<file path="config.mk">
export PLATFORM = sky130hd
export DESIGN_NAME = move_request_scheduler
export DESIGN_NICKNAME = d
export VERILOG_FILES = /design/src/rtl/move_request_scheduler.sv
export SDC_FILE = /design/constraint.sdc
export NUM_CORES = 1
export LEC_CHECK = 0
export BUFFER_PORTS_ARGS = -buffer_cell sky130_fd_sc_hd__buf_2
export CAP_MARGIN = 20
export CORE_UTILIZATION = 50
export DETAILED_ROUTE_END_ITERATION = 10
export PLACE_DENSITY = 0.76
export SKIP_LAST_GASP = 1
export SLEW_MARGIN = 20
export SYNTH_ARGS = -nofsm -noshare
export SYNTH_HDL_FRONTEND = slang
export SYNTH_SLANG_ARGS = --single-unit
</file>
<file path="constraint.sdc">
create_clock -name clock_25Mhz -period 2.23 [get_ports clock_25Mhz]
set_input_delay 0.446 -clock clock_25Mhz [delete_from_list [all_inputs] [get_ports clock_25Mhz]]
set_output_delay 0.446 -clock clock_25Mhz [all_outputs]
set_load 0.01 [all_outputs]
</file>
<file path="src/rtl/move_request_scheduler.sv">
// Turns synchronized pushbutton presses into a latched one-hot direction and issues
// one-cycle step strobes on movement ticks, with stall counting and a home pulse on disable.
module move_request_scheduler #(
  parameter int SYNC_STAGES = 2,
  parameter int STICKY      = 1,
  parameter int STALL_W     = 8
) (
  input  logic               clock_25Mhz,
  input  logic               reset,
  input  logic               switch,
  input  logic [3:0]         pb,
  input  logic               tick_move,
  input  logic [3:0]         blocked,
  output logic [3:0]         dir,
  output logic [3:0]         step,
  output logic               home,
  output logic [1:0]         state_o,
  output logic [STALL_W-1:0] stall_count
);

  typedef enum logic [1:0] {
    ST_DISABLED = 2'd0,
    ST_IDLE     = 2'd1,
    ST_MOVING   = 2'd2,
    ST_BLOCKED  = 2'd3
  } state_t;

  logic [3:0]             pb_sync_reg [SYNC_STAGES];
  logic [SYNC_STAGES-1:0] sw_sync_reg;
  logic [3:0]             pb_prev_reg;
  logic [3:0]             dir_reg;
  logic [3:0]             step_reg;
  logic                   home_reg;
  logic [STALL_W-1:0]     stall_reg;
  state_t                 state_reg;

  logic [3:0] pb_s;
  logic       sw_s;
  logic [3:0] rise;
  logic [3:0] new_press;
  logic [3:0] dir_next;

  always_ff @(posedge clock_25Mhz) begin
    if (reset) begin
      pb_sync_reg[0] <= '0;
      sw_sync_reg[0] <= 1'b0;
    end else begin
      pb_sync_reg[0] <= pb;
      sw_sync_reg[0] <= switch;
    end
  end

  genvar gi;
  generate
    for (gi = 1; gi < SYNC_STAGES; gi++) begin : g_sync
      always_ff @(posedge clock_25Mhz) begin
        if (reset) begin
          pb_sync_reg[gi] <= '0;
          sw_sync_reg[gi] <= 1'b0;
        end else begin
          pb_sync_reg[gi] <= pb_sync_reg[gi-1];
          sw_sync_reg[gi] <= sw_sync_reg[gi-1];
        end
      end
    end
  endgenerate

  assign pb_s      = pb_sync_reg[SYNC_STAGES-1];
  assign sw_s      = sw_sync_reg[SYNC_STAGES-1];
  assign rise      = pb_s & ~pb_prev_reg;
  // Isolate the lowest rising bit so up beats down beats left beats right.
  assign new_press = rise & 4'(~rise + 4'd1);

  always_comb begin
    dir_next = dir_reg;
    if (new_press != 4'd0 && new_press != dir_reg)
      dir_next = new_press;
    else if (STICKY == 0 && (dir_reg & ~pb_s) != 4'd0)
      dir_next = 4'd0;
  end

  always_ff @(posedge clock_25Mhz) begin
    if (reset) begin
      pb_prev_reg <= '0;
      dir_reg     <= '0;
      step_reg    <= '0;
      home_reg    <= 1'b0;
      stall_reg   <= '0;
      state_reg   <= ST_DISABLED;
    end else begin
      pb_prev_reg <= pb_s;
      step_reg    <= '0;
      home_reg    <= 1'b0;
      if (state_reg == ST_DISABLED) begin
        if (sw_s)
          state_reg <= ST_IDLE;
      end else if (!sw_s) begin
        // Disable wins over any tick or press arriving on the same edge.
        state_reg <= ST_DISABLED;
        home_reg  <= 1'b1;
        dir_reg   <= '0;
        stall_reg <= '0;
      end else begin
        if (tick_move && (state_reg == ST_MOVING || state_reg == ST_BLOCKED)
            && dir_reg != 4'd0) begin
          if ((blocked & dir_reg) == 4'd0) begin
            step_reg  <= dir_reg;
            state_reg <= ST_MOVING;
            stall_reg <= '0;
          end else begin
            state_reg <= ST_BLOCKED;
            if (stall_reg != '1)
              stall_reg <= stall_reg + 1'b1;
          end
        end
        if (dir_next != dir_reg) begin
          dir_reg   <= dir_next;
          stall_reg <= '0;
          if (dir_next == 4'd0)
            state_reg <= ST_IDLE;
          else if (state_reg == ST_IDLE)
            state_reg <= ST_MOVING;
        end
      end
    end
  end

  assign dir         = dir_reg;
  assign step        = step_reg;
  assign home        = home_reg;
  assign state_o     = state_reg;
  assign stall_count = stall_reg;

endmodule
</file>
==> impl_metrics.tcl <==
set metrics [dict create \
    ant_nets 0 \
    fin_area_um2 1710 \
    grt_max_degree 22 \
    hold_viol 0 \
    setup_viol 0 \
    ir_drop_v 0.000497 \
    wl_per_cell_um 12.8 \
    syn_area_per_cell_um2 9.33 \
    fin_crit_sh_pct 86.6 \
    clkTransAtPathRegs_ns 0.10 \
    dieHeight_um 55.8 \
    min_period_ns 1.93 \
    timing.rr.end "state_o[0]" \
    violations "design-rule violations" \
    final_cell_mix "dfxtp_1, buf_2, nor2b_1" \
    final_util_pct 62.1 \
    postPlaceCellArea_um2 1650 \
    hold_class "in2reg" \
    clock_latency_ns 0.33 \
    area_growth_pct 18.3 \
    final_common_cell "dfxtp_1" \
    place_inst 217 \
    layout.nets 206 \
    syn_inst 155 \
    drive_above_1_share_pct 28.0 \
    worstHoldPathCells 2 \
    gr-usage-all-layers_pct 20.9 \
    syn_area_um2 1450 \
    clock_path_buffers 2 \
    synth_flop_cell "dfxtp_1" \
    r2r_setup_slack_ns 0.30 \
    yosys_warnings 0 \
    min_to "pb_sync_reg[0][3]" \
    core-area_um2 2760 \
    power_density_nw_per_um2 594 \
    path_max_fanout 8 \
    dr.pass1.iters 7 \
    fp-row-count 19 \
    routed_wl_um 2860 \
    fmax_mhz 518 \
    fin_setup_tns_ns 0 \
    grt_pass1_wl_um 4970 \
    clkPwrFrac_pct 32.7 \
    switching_share_pct 23.1 \
    grt_pass1_vias 1176 \
    total_leakage_power_nw 0.695 \
    ys_seq_area_share_pct 45.7 \
    viasPerCell 5.73 \
    slew_viol_final 0 \
    drc 2 \
    cp.required_ns 2.49 \
    r2r-start "pb_prev_reg[0]" \
    combPwrFrac_pct 7.8 \
    dieArea_um2 3110 \
    cts_setup_buffers 0 \
    grt-ovfl-total 0 \
    cts_hold_buf 0 \
    grt_antenna_before_repair 0 \
    max_slew_margin_pct 61.8 \
    switching_power_uw 235 \
    ys_async_sr_fraction_pct 0 \
    numCtsBuffers 5 \
    clock-skew-final_ns 0.0118 \
    critPathLaunchType "flip-flop" \
    die_w_um 55.8 \
    p_total_mw 1.02 \
    status "finished with violations" \
    antenna_cells 0 \
    cp.arrival_ns 2.19 \
    maxCapViolations 0 \
    seq_power_share_pct 59.5 \
    root_buffer "clkbuf_4" \
    worstSetupPathType "reg2reg" \
    synth_edf_count 0 \
    nFillCells 244 \
    hp-start "pb[3]" \
    cell_internal_pwr_uw 783 \
    io_pins 31 \
    rsz0062_at_grt "false" \
    worst_pin_slew_ns 0.571 \
    dpl.hpwl_um 2080 \
    synth_seq_cells 33 \
    clock-sinks 33 \
    synth_nets 168 \
    port_buffers 30 \
    start_util_pct 52.5 \
    rr_worst_depth 7 \
    cts_resized 0 \
    setup.worst_path.end_class "flip-flop" \
    synthDistinctLibCells 45 \
    drtIter0Drc 30 \
    gp_congestion 0.886 \
    finalNonFillerCells 224 \
    cts_tree "built" \
    vias 1283 \
    htree_num_levels 2 \
]
-- worst max-delay path: stages (launching register included) --
cell      delay [ns]
dfxtp_1         0.34
and2b_1         0.23
nor3_1          0.30
o21ai_1         0.18
a21oi_2         0.33
buf_4           0.22
o21ai_2         0.06
a211oi_2        0.20
-- Yosys cell counts (2+ instances only) --
cell type  number  area share [%]
clkbuf_1        2            0.52
and2_1          2            0.86
dfxtp_1        33              46
nor2b_1        16             6.9
a211oi_2        2             1.7
nand4_1         3             1.3
nor3_1          6             2.1
nand2_1         3            0.78
or4_1           2             1.0
nand3_1         3             1.0
a31oi_1         2            0.86
a21oi_1         4             1.4
nand2b_1        5             2.2
nor3b_1         3             1.6
nor2_1         10             2.6
and2b_1         2             1.0
o21ai_1         8             2.8
and3_1          3             1.3
a21oi_2         2             1.2
o211ai_1        6             3.1
nor4_1          2            0.86
o32ai_1         2             1.2
inv_1          12             3.1
-- how the worst max path moves through the flow --
stage | end | cells past startpoint | slack (ns) | start
floorplan | stall_count[3] | 6 | 0.44 | stall_count[0]
global placement | stall_count[0] | 6 | 0.35 | blocked[0]
detailed placement | stall_count[0] | 6 | 0.24 | stall_count[0]
CTS | stall_count[0] | 6 | 0.23 | stall_count[0]
global route | state_o[0] | 7 | 0.19 | pb_prev_reg[0]
finish | state_o[0] | 7 | 0.30 | pb_prev_reg[0]
-- metrics by stage --
stage | setup WS, ns | hold WS, ns
5_1_grt | 0.186 | 0.300
2_1_floorplan | 0.436 | 0.414
3_5_place_dp | 0.244 | 0.433
3_3_place_gp | 0.349 | 0.417
6_report | 0.299 | 0.332
4_1_cts | 0.226 | 0.308
-- power groups by stage --
stage	sequential, mW	combinational (mW)	clock, mW
global placement	0.618	0.0775	0
floorplan	0.618	0.0557	0
CTS	0.605	0.0796	0.345
finish	0.605	0.0799	0.333
detailed placement	0.619	0.0794	0
global route	0.607	0.0879	0.374
-- cells by family (layout without fill, tap and decap cells) --
group	after synthesis	in the layout	synth area share, %
and+or+nand+nor	68	68	28.6
AOI/OAI and AO/OA	37	37	20.0
DFF	33	33	45.7
buffers and inverters	15	53	4.15
adders and majority gates	1	1	0.865
muxes	1	1	0.692
-- layer usage --
| metal | routed length (um) | vias up | share of wire, % | GRT usage (%) |
|---|---|---|---|---|
| li1 | - | 636 | - | - |
| met1 | 1330 | 605 | 46 | 24.1 |
| met2 | 1340 | 36 | 47 | 33.6 |
| met3 | 138 | 6 | 4.8 | 7.21 |
| met4 | 57 | 0 | 2.0 | 11.8 |
| met5 | 0 | - | 0 | 0 |
-- layout make-up --
cell class	count	area, um^2	area share (%)
Clock buffer	7	55.1	3.22
Inverter	12	45.0	2.63
Tap cell	31	38.8	2.27
Multi-Input combinational cell	107	732	42.8
Sequential cell	33	661	38.6
Timing Repair Buffer	34	180	10.5
Power figures use the tool's default switching activity.
